File: config.mk
export PLATFORM = sky130hd
export DESIGN_NAME = write_back_stage
export DESIGN_NICKNAME = d
export VERILOG_FILES = /design/src/rtl/cpu_pkg.sv /design/src/rtl/wb_mux.sv /design/src/rtl/write_back_stage.sv
export SDC_FILE = /design/constraint.sdc
export NUM_CORES = 1
export LEC_CHECK = 0
export CAP_MARGIN = 10
export CORE_AREA = 5 5 142 144
export CTS_CLUSTER_SIZE = 28
export DETAILED_ROUTE_END_ITERATION = 8
export DIE_AREA = 0 0 147 149
export PLACE_DENSITY = 0.75
export SETUP_SLACK_MARGIN = 0.02
export SLEW_MARGIN = 20
export SYNTH_ARGS = -nofsm -noshare
export SYNTH_HDL_FRONTEND = slang
export SYNTH_HIERARCHICAL = 1
export SYNTH_SLANG_ARGS = --single-unit
File: constraint.sdc
create_clock -name clk -period 1.4 [get_ports clk]
set_clock_uncertainty 0.1 [all_clocks]
set_input_delay 0.28 -clock clk [delete_from_list [all_inputs] [get_ports clk]]
set_output_delay 0.28 -clock clk [all_outputs]
set_load 0.03 [all_outputs]
File: src/rtl/cpu_pkg.sv
// Shared definitions for the LEGv8-style pipeline: datapath widths, zero register, WB bus.
package cpu_pkg;

    localparam int unsigned DATA_W = 64;
    localparam int unsigned REG_AW = 5;
    localparam logic [REG_AW-1:0] XZR = 5'd31;

    typedef struct packed {
        logic [REG_AW-1:0] dest;
        logic [DATA_W-1:0] loaded;
        logic [DATA_W-1:0] result;
        logic              memtoreg;
        logic              regwrite;
    } wb_bus_t;

endpackage

File: src/rtl/wb_mux.sv
// Write-back data select: load data or ALU result, full width, no extension.
module wb_mux
    import cpu_pkg::*;
#(
    parameter int unsigned Width = DATA_W
) (
    input  logic             sel_i,
    input  logic [Width-1:0] loaded_i,
    input  logic [Width-1:0] result_i,
    output logic [Width-1:0] data_o
);

    always_comb begin
        data_o = sel_i ? loaded_i : result_i;
    end

endmodule

File: src/rtl/write_back_stage.sv
// WB stage: MEM/WB pipeline register, write-data select and qualified register-file write enable.
module write_back_stage
    import cpu_pkg::*;
(
    input  logic              clk,
    input  logic              rst_n,
    input  logic [REG_AW-1:0] DestReg,
    input  logic [DATA_W-1:0] LoadedData,
    input  logic [DATA_W-1:0] Results,
    input  logic              MemToReg,
    input  logic              RegWrite,
    input  logic              Stall,
    input  logic              Flush,
    output logic [DATA_W-1:0] Data2Write,
    output logic [REG_AW-1:0] Reg2Write,
    output logic              oldRegWrite
);

    wb_bus_t wb_d;
    wb_bus_t wb_q;

    // Flush beats Stall: the bubble still captures data so only the write enable is killed.
    always_comb begin
        wb_d = wb_q;
        if (Flush || !Stall) begin
            wb_d.dest     = DestReg;
            wb_d.loaded   = LoadedData;
            wb_d.result   = Results;
            wb_d.memtoreg = MemToReg;
            wb_d.regwrite = Flush ? 1'b0 : RegWrite;
        end
    end

    always_ff @(posedge clk or negedge rst_n) begin
        if (!rst_n) begin
            wb_q <= '0;
        end else begin
            wb_q <= wb_d;
        end
    end

    wb_mux #(
        .Width (DATA_W)
    ) u_wb_mux (
        .sel_i    (wb_q.memtoreg),
        .loaded_i (wb_q.loaded),
        .result_i (wb_q.result),
        .data_o   (Data2Write)
    );

    always_comb begin
        Reg2Write   = wb_q.dest;
        oldRegWrite = wb_q.regwrite && (wb_q.dest != XZR);
    end

endmodule

Word level (Yosys, flattened, before mapping)
Cells that the tools add are included.
{"block": "word_totals", "register_bits": 135, "word_cells": 11}
{"block": "classes", "n_eq_ne": 1, "muxes": 2, "n_reduce_logical": 3}
{"op": "64-bit 2-to-1 mux", "count": 1}
{"op": "5-bit inequality test, second input constant", "count": 1}
{"op": "1-bit logical AND", "count": 1}
{"op": "1-bit logical NOT", "count": 1}
{"op": "1-bit logical OR", "count": 1}
{"op": "1-bit 2-to-1 mux", "count": 1}

Logic depth before layout (Yosys ltp)
{"block": "logic_depth", "word_depth": 2, "ltp_mapped": 5, "mapped_depth_nobuf": 2}

Cells and area by module
The synthesis kept the hierarchy.
{"mod": "write_back_stage", "instances": 1, "cells_each": 295, "area_per_inst_um2": 5311.3, "seq_area_each_um2": 3378.2}
{"mod": "wb_mux", "instances": 1, "cells_each": 71, "area_per_inst_um2": 1077.3, "seq_area_each_um2": 0.0}

Worst setup path before layout
Ideal clock, no wire load.
{"block": "synth_path", "path_kind": "reg-to-output", "start": "register wb_q[1] (netlist name)", "end": "output Data2Write[10]", "arrival_ps": 1022, "required_ps": 1020, "setup_slack_ps": -2, "stages_incl_launch_ff": 4, "path_cell_list": "dfrtp_1 buf_6 buf_12 mux2_4"}
{"block": "synth_between", "elab_chain_len": 1}
{"item": "start, declared", "line_no": "write_back_stage.sv:20", "text": "wb_bus_t wb_q;"}
{"item": "start signal, assigned", "line_no": "write_back_stage.sv:38", "text": "wb_q <= wb_d;"}
{"item": "64-bit 2-to-1 mux", "line_no": "wb_mux.sv:14", "text": "data_o = sel_i ? loaded_i : result_i;"}
{"item": "end, declared", "line_no": "write_back_stage.sv:14", "text": "output logic [DATA_W-1:0] Data2Write,"}
No other way between the ends.

Worst setup path after layout
{"block": "layout_path", "start": "register wb_q[1] (netlist name)", "end": "output Data2Write[53]"}
The elaborated chain is that of the path after synthesis.

==> qor.yml <==
outcome:
  outcome: "complete, but fails checks"
  violations: "setup timing"
placement:
  dp.cells: 821
  io_buffers: 208
  dpl-instance-area_um2: 8910
  dp_hpwl_um: 11600
  gp_congestion: 0.785
die:
  die_area_um2: 21900
  die_w_um: 147
  die_y_um: 149
  initial_core_util_pct: 34.4
  rows: 50
  io_pins: 209
  core_area_um2: 18600
power_and_ir_drop:
  p_sw_share_pct: 25.6
  ir_drop_v: 0.000799
  power_frac_seq_pct: 36.5
  p_switching_mw: 3.11
  combPwrFrac_pct: 25.0
  pwr-share-clk_pct: 38.5
  power_density_nw_per_um2: 1210
  p_int_mw: 9.04
  p_total_mw: 12.1
  p_leak_nw: 4.67
clock_tree:
  clkSinkCount: 135
  cts_max_level: 4
  cts_tree: "built"
  numCtsBuffers: 17
  cts-root-buf: "clkbuf_16"
  clk_latency_ps: 410
  cts.path.max_buffers: 2
  clkTransAtPathRegs_ps: 60
grt:
  grt_util_all_layers_pct: 14.9
  antenna_found_initial: 0
  grt_max_degree: 39
  grt_pass1_vias: 4612
  grt_overflow: 0
  grt_pass1_wl_um: 25400
yosys:
  yosysTopAreaCell: "dfrtp_1"
  netlist.area_leader.share_pct: 52.9
  yosys.cell_types.count: 13
  synth_seq_area_share_pct: 52.9
  synth.ff_latch_count: 135
  syn-num-nets: 505
  synth_cells: 366
  netlist_area_um2: 6390
  synth.avg_cell_area_um2: 17.5
  synth_warnings: 6
  synth_area_leaders: "dfrtp_1 53%, mux2_4 28%, mux2_2 14%, buf_12 1.9%, buf_6 1.6%"
timing:
  setup_tns_ps: -41630
  worst_slew_pin_slew_ps: 433
  fin_ws_ps: -707
  slew_headroom_pct: 71.1
  setup_viol: 70
  maxSlewViolCount: 0
  rsz0062_at_grt: "true"
  hold_violations: 0
  fmax_ghz: 0.475
  min_period_ps: 2110
  period_share_pct: 151
flow_run:
  max-cap-violations: 0
setup_path:
  crit_path_max_incr_delay_ps: 550
  cp.arrival_ps: 1730
  crit_required_ps: 1020
  startpoint_type: "register"
  cp_max_fo: 7
  path_class: "reg -> out"
  end_kind: "output pin"
  cp_cell_sequence: "buf_12 > clkbuf_16 > mux2_4 > buf_6"
  startpoint: "wb_q[1]"
  reg2reg_from: "wb_q[1]"
  crit_slowest_cell: "dfrtp_4"
min_path:
  min_path_type: "in -> reg"
  hp-start: "Flush"
routing:
  drc: 0
  wl_per_cell_um: 18.8
  drt_wl_total_um: 16400
  ant_nets: 0
  firstDrtPassIters: 4
  vias: 3980
  drt-initial-drc-count: 77
  vias_per_cell: 4.56
finish:
  fin_area_um2: 10000
  final_cells: 873
  antenna_cells: 0
  layout_commonest_cell: "clkdlybuf4s50_1"
  synthToLayoutAreaGrowth_pct: 56.6
  final_cell_mix: "135 x clkdlybuf4s50_1, 134 x dfrtp_1, 122 x mux2_4"
  nets: 766
  final_util_pct: 53.9
  drive_gt1_share_pct: 56.8
[cell usage after synthesis]
master and n:
mux2i_1 1, mux2_4 120, mux2_2 78, nand2b_1 1, buf_12 6, buf_4 5, o21a_1 1, buf_6 9
buf_2 7, nand2_1 1, nand3_1 1, nor2_1 1, dfrtp_1 135
[registers in the layout (all words and copies together), names as in the netlist]
name       flops
Reg2Write      5
wb_q         130
[what timing repair did]
item                                   4_1_cts  5_1_grt
hold buffers                                 1        0
gates cloned                                 5        3
setup endpoints to repair                   97       81
endpoints found under the hold margin       30        0
setup buffers                               10        2
gates resized for setup                    392       23
pin swaps                                    1        0
[power groups by stage]
stage,registers (mW),clock network [mW],logic (mW)
6_report,4.44,4.67,3.03
3_5_place_dp,4.50,0,2.78
5_1_grt,4.48,4.96,3.19
3_3_place_gp,4.47,0,2.73
2_1_floorplan,4.42,0,1.65
4_1_cts,4.44,4.79,2.98
[cells by family after synthesis]
group                  Yosys count  share of synthesized area (%)
muxes                          199                           42.1
and+or+nand+nor                  4                          0.294
AOI/OAI and AO/OA                1                          0.118
DFF                            135                           52.9
buffers and inverters           27                           4.60
[final timing paths]
path                                        to  cells past startpoint  slack, ps
worst max-delay path            Data2Write[53]                      4       -710
worst min-delay path                   wb_q[0]                      2         90
worst min register to register        wb_q[65]                      1        410
worst max register to register         wb_q[1]                      4        -30
min in group asynchronous             wb_q[98]                      2        280
max in group asynchronous         Reg2Write[1]                      3        400
[critical path: cells and delay by family (launching register included)]
family	cells	cell delay, ps
flops	1	550
buf+inv	3	460
mux	1	300
[final cells by class]
type,instances,area (µm²)
multi-input combinational,204,2740
clock inverter,13,179
tap,234,293
fill,1448,8570
timing repair buffer,269,2980
clock buffer,18,439
sequential,135,3380
[routing by layer]
metal	up-vias	wire length [µm]	global-route usage, %
li1	1824	-	-
met5	-	0	0
met1	1994	6830	17.4
met2	140	8130	25.4
met4	0	280	4.89
met3	22	1150	5.38
[stage by stage]
stage | hold slack, ps | setup slack (ps)
after floorplan | -116 | -2.12
after global placement | 127 | -598
after detailed placement | 127 | -611
after CTS | 58.9 | -767
after global routing | 58.5 | -768
final | 88.5 | -707
Power figures use the tool's default switching activity.
